### config.mk
export PLATFORM = sky130hd
export DESIGN_NAME = gcd_multi_flat
export DESIGN_NICKNAME = d
export VERILOG_FILES = /design/src/rtl/gcd_multi_pkg.sv /design/src/rtl/gcd_multi_if.sv /design/src/rtl/gcd_multi_sub_step.sv /design/src/rtl/gcd_multi.sv /design/src/flat_wrapper.sv
export SDC_FILE = /design/constraint.sdc
export NUM_CORES = 1
export LEC_CHECK = 0
export BUFFER_PORTS_ARGS = -buffer_cell sky130_fd_sc_hd__buf_2
export CORE_ASPECT_RATIO = 0.8
export CORE_MARGIN = 2
export CORE_UTILIZATION = 45
export DETAILED_ROUTE_END_ITERATION = 16
export PLACE_DENSITY = 0.7
export SETUP_SLACK_MARGIN = 0.05
export SLEW_MARGIN = 10
export SYNTH_ARGS = -nofsm -noshare
export SYNTH_HDL_FRONTEND = slang
export SYNTH_SLANG_ARGS = --single-unit
### constraint.sdc
create_clock -name clk -period 5.98 [get_ports clk]
set_clock_uncertainty 0.15 [all_clocks]
set_input_delay 0.897 -clock clk [delete_from_list [all_inputs] [get_ports clk]]
set_output_delay 0.897 -clock clk [all_outputs]
set_load 0.01 [all_outputs]
### src/rtl/gcd_multi_pkg.sv
// Shared types and helpers for the multi-operand GCD engine.
// Default geometry plus the packed-operand extraction helper.
package gcd_pkg;

   localparam int DEF_WIDTH   = 16;
   localparam int DEF_NUM_OPS = 3;
   localparam int MAX_WIDTH   = 64;
   localparam int MAX_NUM_OPS = 16;
   localparam int MAX_BUS_W   = MAX_WIDTH * MAX_NUM_OPS;

   typedef enum logic [1:0] {
      IDLE = 2'd0,
      LOAD = 2'd1,
      CALC = 2'd2,
      DONE = 2'd3
   } state_e;

   // Caller zero-extends its bus to MAX_BUS_W and truncates the result to its own width.
   function automatic logic [MAX_WIDTH-1:0] get_op(input logic [MAX_BUS_W-1:0] bus,
                                                    input int unsigned idx,
                                                    input int unsigned width);
      return MAX_WIDTH'(bus >> (idx * width));
   endfunction

endpackage

### src/rtl/gcd_multi_if.sv
// Start/valid handshake bundle for gcd_multi.
// The cycles signal exists only when GCD_CYCLE_CNT_EN is defined.
interface gcd_multi_if
   import gcd_pkg::*;
#(
   parameter int WIDTH   = DEF_WIDTH,
   parameter int NUM_OPS = DEF_NUM_OPS
`ifdef GCD_CYCLE_CNT_EN
   , parameter int CNT_W = 32
`endif
);

   logic                     start;
   logic [NUM_OPS*WIDTH-1:0] ops;
   logic                     busy;
   logic                     valid;
   logic [WIDTH-1:0]         D;
`ifdef GCD_CYCLE_CNT_EN
   logic [CNT_W-1:0]         cycles;

   modport master (output start, ops, input busy, valid, D, cycles);
   modport slave  (input start, ops, output busy, valid, D, cycles);
`else
   modport master (output start, ops, input busy, valid, D);
   modport slave  (input start, ops, output busy, valid, D);
`endif

endinterface

### src/rtl/gcd_multi_sub_step.sv
// Single combinational subtractive Euclid step.
// pair_done flags that y has reached zero and x holds the pair's GCD.
module gcd_sub_step
   import gcd_pkg::*;
#(
   parameter int WIDTH = DEF_WIDTH
) (
   input  logic [WIDTH-1:0] x,
   input  logic [WIDTH-1:0] y,
   output logic [WIDTH-1:0] x_next,
   output logic [WIDTH-1:0] y_next,
   output logic             pair_done
);

   // Priority: finished pair, zero x swap, then subtract the smaller from the larger.
   always_comb begin
      x_next    = x;
      y_next    = y;
      pair_done = 1'b0;
      if (y == {WIDTH{1'b0}}) begin
         pair_done = 1'b1;
      end else if (x == {WIDTH{1'b0}}) begin
         x_next = y;
         y_next = {WIDTH{1'b0}};
      end else if (x >= y) begin
         x_next = x - y;
      end else begin
         y_next = y - x;
      end
   end

endmodule

### src/rtl/gcd_multi.sv
// Multi-operand GCD engine: folds acc = gcd(acc, op[i]) with one subtract step per cycle.
// Define GCD_CYCLE_CNT_EN to add the saturating busy-cycle counter on bus.cycles.
module gcd_multi
   import gcd_pkg::*;
#(
   parameter int WIDTH   = DEF_WIDTH,
   parameter int NUM_OPS = DEF_NUM_OPS
`ifdef GCD_CYCLE_CNT_EN
   , parameter int CNT_W = 32
`endif
) (
   input logic        clk,
   input logic        reset,
   gcd_multi_if.slave bus
);

   localparam int              IDX_W    = $clog2(NUM_OPS);
   localparam logic [IDX_W-1:0] LAST_IDX = IDX_W'(NUM_OPS - 1);

   state_e           state_q, state_d;
   logic [WIDTH-1:0] op_q [NUM_OPS];
   logic [WIDTH-1:0] op_d [NUM_OPS];
   logic [WIDTH-1:0] acc_q, acc_d;
   logic [WIDTH-1:0] x_q, x_d;
   logic [WIDTH-1:0] y_q, y_d;
   logic [IDX_W-1:0] idx_q, idx_d;
   logic             busy_q, busy_d;
   logic             valid_q, valid_d;
   logic [WIDTH-1:0] d_q, d_d;

   logic [WIDTH-1:0] x_next_s;
   logic [WIDTH-1:0] y_next_s;
   logic             pair_done_s;

   gcd_sub_step #(.WIDTH(WIDTH)) u_step (
      .x         (x_q),
      .y         (y_q),
      .x_next    (x_next_s),
      .y_next    (y_next_s),
      .pair_done (pair_done_s)
   );

   // Next-state logic; a start in any state restarts the job and suppresses the aborted valid.
   always_comb begin
      state_d = state_q;
      op_d    = op_q;
      acc_d   = acc_q;
      x_d     = x_q;
      y_d     = y_q;
      idx_d   = idx_q;
      busy_d  = busy_q;
      valid_d = 1'b0;
      d_d     = d_q;
      if (bus.start) begin
         for (int i = 0; i < NUM_OPS; i++) begin
            op_d[i] = WIDTH'(get_op(MAX_BUS_W'(bus.ops), i, WIDTH));
         end
         acc_d   = op_d[0];
         idx_d   = IDX_W'(1);
         state_d = LOAD;
         busy_d  = 1'b1;
      end else begin
         case (state_q)
            IDLE: begin
               busy_d = 1'b0;
            end
            LOAD: begin
               x_d     = acc_q;
               y_d     = op_q[idx_q];
               state_d = CALC;
            end
            CALC: begin
               if (pair_done_s) begin
                  acc_d = x_q;
                  if (idx_q == LAST_IDX) begin
                     d_d     = x_q;
                     valid_d = 1'b1;
                     state_d = DONE;
                  end else begin
                     idx_d   = idx_q + IDX_W'(1);
                     state_d = LOAD;
                  end
               end else begin
                  x_d = x_next_s;
                  y_d = y_next_s;
               end
            end
            DONE: begin
               busy_d  = 1'b0;
               state_d = IDLE;
            end
            default: begin
               busy_d  = 1'b0;
               state_d = IDLE;
            end
         endcase
      end
   end

   // State and datapath registers.
   always_ff @(posedge clk or negedge reset) begin
      if (!reset) begin
         state_q <= IDLE;
         for (int i = 0; i < NUM_OPS; i++) begin
            op_q[i] <= {WIDTH{1'b0}};
         end
         acc_q   <= {WIDTH{1'b0}};
         x_q     <= {WIDTH{1'b0}};
         y_q     <= {WIDTH{1'b0}};
         idx_q   <= {IDX_W{1'b0}};
         busy_q  <= 1'b0;
         valid_q <= 1'b0;
         d_q     <= {WIDTH{1'b0}};
      end else begin
         state_q <= state_d;
         op_q    <= op_d;
         acc_q   <= acc_d;
         x_q     <= x_d;
         y_q     <= y_d;
         idx_q   <= idx_d;
         busy_q  <= busy_d;
         valid_q <= valid_d;
         d_q     <= d_d;
      end
   end

   assign bus.busy  = busy_q;
   assign bus.valid = valid_q;
   assign bus.D     = d_q;

`ifdef GCD_CYCLE_CNT_EN
   logic [CNT_W-1:0] cycles_q, cycles_d;

   // Counts busy cycles of the current job, holding still in DONE and at all-ones.
   always_comb begin
      cycles_d = cycles_q;
      if (bus.start) begin
         cycles_d = {CNT_W{1'b0}};
      end else if (busy_q && (state_q != DONE) && (cycles_q != {CNT_W{1'b1}})) begin
         cycles_d = cycles_q + CNT_W'(1);
      end else begin
         cycles_d = cycles_q;
      end
   end

   // Cycle counter register.
   always_ff @(posedge clk or negedge reset) begin
      if (!reset) begin
         cycles_q <= {CNT_W{1'b0}};
      end else begin
         cycles_q <= cycles_d;
      end
   end

   assign bus.cycles = cycles_q;
`endif

endmodule

### src/flat_wrapper.sv
// flat-port wrapper written by rule: the top's interface ports become plain ports
module gcd_multi_flat import gcd_pkg::*;
#(
   parameter int WIDTH   = DEF_WIDTH,
   parameter int NUM_OPS = DEF_NUM_OPS

)
  (clk, reset, bus_start, bus_ops, bus_busy, bus_valid, bus_D);
  gcd_multi_if #(.WIDTH(WIDTH), .NUM_OPS(NUM_OPS)) bus_i ();
  input logic clk;
  input logic reset;
  input wire logic [$bits(bus_i.start)-1:0] bus_start;
  input wire logic [$bits(bus_i.ops)-1:0] bus_ops;
  output wire logic [$bits(bus_i.busy)-1:0] bus_busy;
  output wire logic [$bits(bus_i.valid)-1:0] bus_valid;
  output wire logic [$bits(bus_i.D)-1:0] bus_D;
  assign bus_i.start = bus_start;
  assign bus_i.ops = bus_ops;
  assign bus_busy = bus_i.busy;
  assign bus_valid = bus_i.valid;
  assign bus_D = bus_i.D;
  gcd_multi #(.WIDTH(WIDTH), .NUM_OPS(NUM_OPS)) u_core (.clk(clk), .reset(reset), .bus(bus_i));
endmodule
==> reports/results.ini <==
[floorplanning]
die_area_um2 = 16210
ios = 69
core_area_um2 = 14960
initial_core_util = 0.4571
die_h_um = 114.3
rows = 40
die_x_um = 141.8

[route]
firstDrtPassIters = 6
postRouteAntennaNets = 0
wirelength_um = 18740
drt_iter0_markers = 417
wl_per_cell_um = 18.74
vias = 5632
vias_per_cell = 5.632
drc = 0

[setup_path]
reg2reg_from = u_core.x_q[13]$_DFFE_PN0P_
cp-end-kind = flip-flop
cpPeakStageDelay_ns = 0.49
start_kind = flip-flop
crit_type = flip-flop to flip-flop
critPathArrivalTime_ns = 3.36
rr_worst_depth = 9
worstPathCellList = inv_1, ha_1, a21oi_1, o21bai_1, a211oi_1, o211ai_2, o21bai_2, buf_4, mux2_2
cp.required_ns = 6.14
cp_max_fo = 31
critPathSlowestCell = dfrtp_1
r2r_setup_slack_ns = 2.78
reg2reg_to = u_core.x_q[12]$_DFFE_PN0P_

[clocking]
numCtsBuffers = 17
postCtsSetupBuffers = 0
cts_root_buf = clkbuf_16
cts_hold_buf = 0
clock_latency_ns = 0.43
htree_levels = 4
cts_resized = 0
cts.sinks = 118
cts_buffer_depth = 2
cts.reportedPaths.clkPinSlew_ns = 0.05
cts_tree = built

[flow_run]
cap_violations = 0

[sta]
setup_viol = 0
fin_crit_sh = 0.5354
finalSetupTns_ns = 0
period_needed_ns = 3.202
finalHoldViolations = 0
final_max_slew_viol_count = 0
clock.fmax_ghz = 0.3124
relSlewSlack = 0.2049
worstMarginPinSlew_ns = 1.188
grt_setup_unrepaired = false
layout_setup_ws_ns = 2.778

[cells_and_area]
area_growth_pct = 15.16
final_nets = 886
stdcell_area_um2 = 7878
drive_above_1_share = 0.1887
layout_common_cells = dfrtp_1 (118), o21ai_0 (93), nand2_1 (78), a21oi_1 (71), buf_2 (67)
multiInputGateArea_um2 = 3437
final_common_cell = dfrtp_1
diodes = 0
regArea_um2 = 2953
nFillCells = 1422

[global_route]
grt_pass1_vias = 5572
grtUsageTotal = 0.2427
grt_max_degree = 88
grt_pass1_wl_um = 30130
antenna_found_initial = 0
globalRouteOverflowTotal = 0

[min_path]
min_path_cells = 2
hold_path_startpoint = u_core.bus.D[15]$_DFFE_PN0P_
min_to = u_core.bus.D[15]$_DFFE_PN0P_
min_path_type = flip-flop to flip-flop

[yosys]
synth-simple-area-share = 0.1204
synthCells = 752
synth-compound-area-share = 0.1996
netlist_area_um2 = 6840
synthesis.nets = 840
synth_edf_count = 0
synth-xor-area-share = 0.03201
synth_top_family_by_area = compound AO/OA/AOI/OAI gates
synth_seq_cells = 118
synth-seq-area-share = 0.4317
synth_warnings = 0
synth_top_flop_cell = dfrtp_1
async_reset_ff_frac = 1.000
syn_avg_cell_area_um2 = 9.096
synthAdderAreaFrac = 0.06987
synth.distinct_cells = 61
synth_mux_area_frac = 0.08067

[power]
p_leak_nw = 3.560
p_per_area_nw_per_um2 = 539.3
peakVddDrop_mv = 0.2546

[placed_design]
io_buffers = 68
hpwl_um = 13250
gp_congestion = 1.001
dpl-instance-area_um2 = 7254
post-place-ws_ns = 2.882

[outcome]
status = finished, final reports clean

==> how the worst max path moves through the flow <==
stage	from	cells past startpoint	endpoint	slack, ns
CTS	u_core.x_q[13]$_DFFE_PN0P_	9	u_core.x_q[12]$_DFFE_PN0P_	2.84
finish	u_core.x_q[13]$_DFFE_PN0P_	9	u_core.x_q[12]$_DFFE_PN0P_	2.78
global placement	u_core.x_q[13]$_DFFE_PN0P_	9	u_core.x_q[12]$_DFFE_PN0P_	2.82
floorplan	u_core.x_q[0]$_DFFE_PN0P_	10	u_core.x_q[12]$_DFFE_PN0P_	3.47
detailed placement	u_core.x_q[13]$_DFFE_PN0P_	9	u_core.x_q[12]$_DFFE_PN0P_	2.88
global route	u_core.x_q[13]$_DFFE_PN0P_	9	u_core.x_q[12]$_DFFE_PN0P_	2.60
==> final cells by class <==
class / instances / area share
multi-input combinational: 526 / 0.4363
sequential: 118 / 0.3748
clock buffer: 19 / 0.05750
timing repair buffer: 77 / 0.05210
tap: 189 / 0.03002
inverter: 58 / 0.02764
clock inverter: 13 / 0.02160
==> critical path: cells and delay by family (launching register included) <==
kind                     cells  cell delay (ns)
AO/OA/AOI/OAI                5             1.15
flip-flops                   1             0.49
adder cells (fa/ha/maj)      1             0.47
buffers and inverters        2             0.45
multiplexers                 1             0.37
==> cell families (layout without fill, tap and decap cells) <==
| family | Yosys count | in the layout |
|---|---|---|
| xor gates and xnor gates | 25 | 25 |
| muxes | 51 | 51 |
| adders and majority gates | 37 | 37 |
| buffers and inverters | 108 | 167 |
| AOI/OAI and AO/OA | 230 | 230 |
| and+or+nand+nor | 183 | 183 |
| DFF | 118 | 118 |
==> stage by stage <==
stage | instances | utilization | hold WS [ns] | total power, mW
floorplan | 752 | - | 0.3305 | 2.614
global placement | 968 | 0.4848 | 0.3076 | 3.147
detailed placement | 968 | 0.4848 | 0.3176 | 3.123
CTS | 1000 | 0.5264 | 0.3314 | 4.222
global route | 1000 | 0.5264 | 0.3615 | 4.521
finish | 1000 | 0.5264 | 0.3237 | 4.248
==> Yosys cell counts (all sizes together), types with 3 or more instances <==
cell type / count / share of area
dfrtp: 118 / 0.43
o21ai: 94 / 0.069
a21o: 5 / 0.0055
o31a: 3 / 0.0040
or3: 5 / 0.0046
mux2: 33 / 0.054
ha: 35 / 0.064
nor4: 8 / 0.0073
a211oi: 4 / 0.0051
o22ai: 7 / 0.0064
xnor2: 15 / 0.019
and2: 3 / 0.0027
nand4: 6 / 0.0064
nand2: 78 / 0.043
a21oi: 72 / 0.053
o21bai: 4 / 0.0049
nor2: 51 / 0.028
o21a: 6 / 0.0066
nand3: 8 / 0.0059
clkbuf: 22 / 0.012
inv: 58 / 0.032
nor2b: 4 / 0.0037
nand2b: 6 / 0.0055
o211ai: 8 / 0.0095
mux2i: 18 / 0.026
xor2: 10 / 0.013
o221ai: 12 / 0.015
buf: 28 / 0.022
nor3: 5 / 0.0037
==> where the power goes <==
part	internal (mW)	leakage (nW)	switching, mW
Clock	0.682	0.297	0.395
Combinational	0.773	1.82	1.26
Sequential	0.953	1.45	0.189
==> registers in the layout (all words and copies together), names as in the netlist <==
register	cells
u_core.op_q	48
u_core.acc_q	16
u_core.bus.D	16
u_core.x_q	16
u_core.y_q	16
u_core.idx_q	2
u_core.state_q	2
u_core.bus.busy	1
u_core.bus.valid	1
==> layer usage <==
metal  GRT usage  wire length (um)  vias to the layer above
met5           0                 0                        -
met4     0.07933               443                        0
met3     0.05437              1016                       33
met2      0.3825              8608                      172
met1      0.3344              8667                     2711
li1            -                 -                     2716
Power figures use the tool's default switching activity.
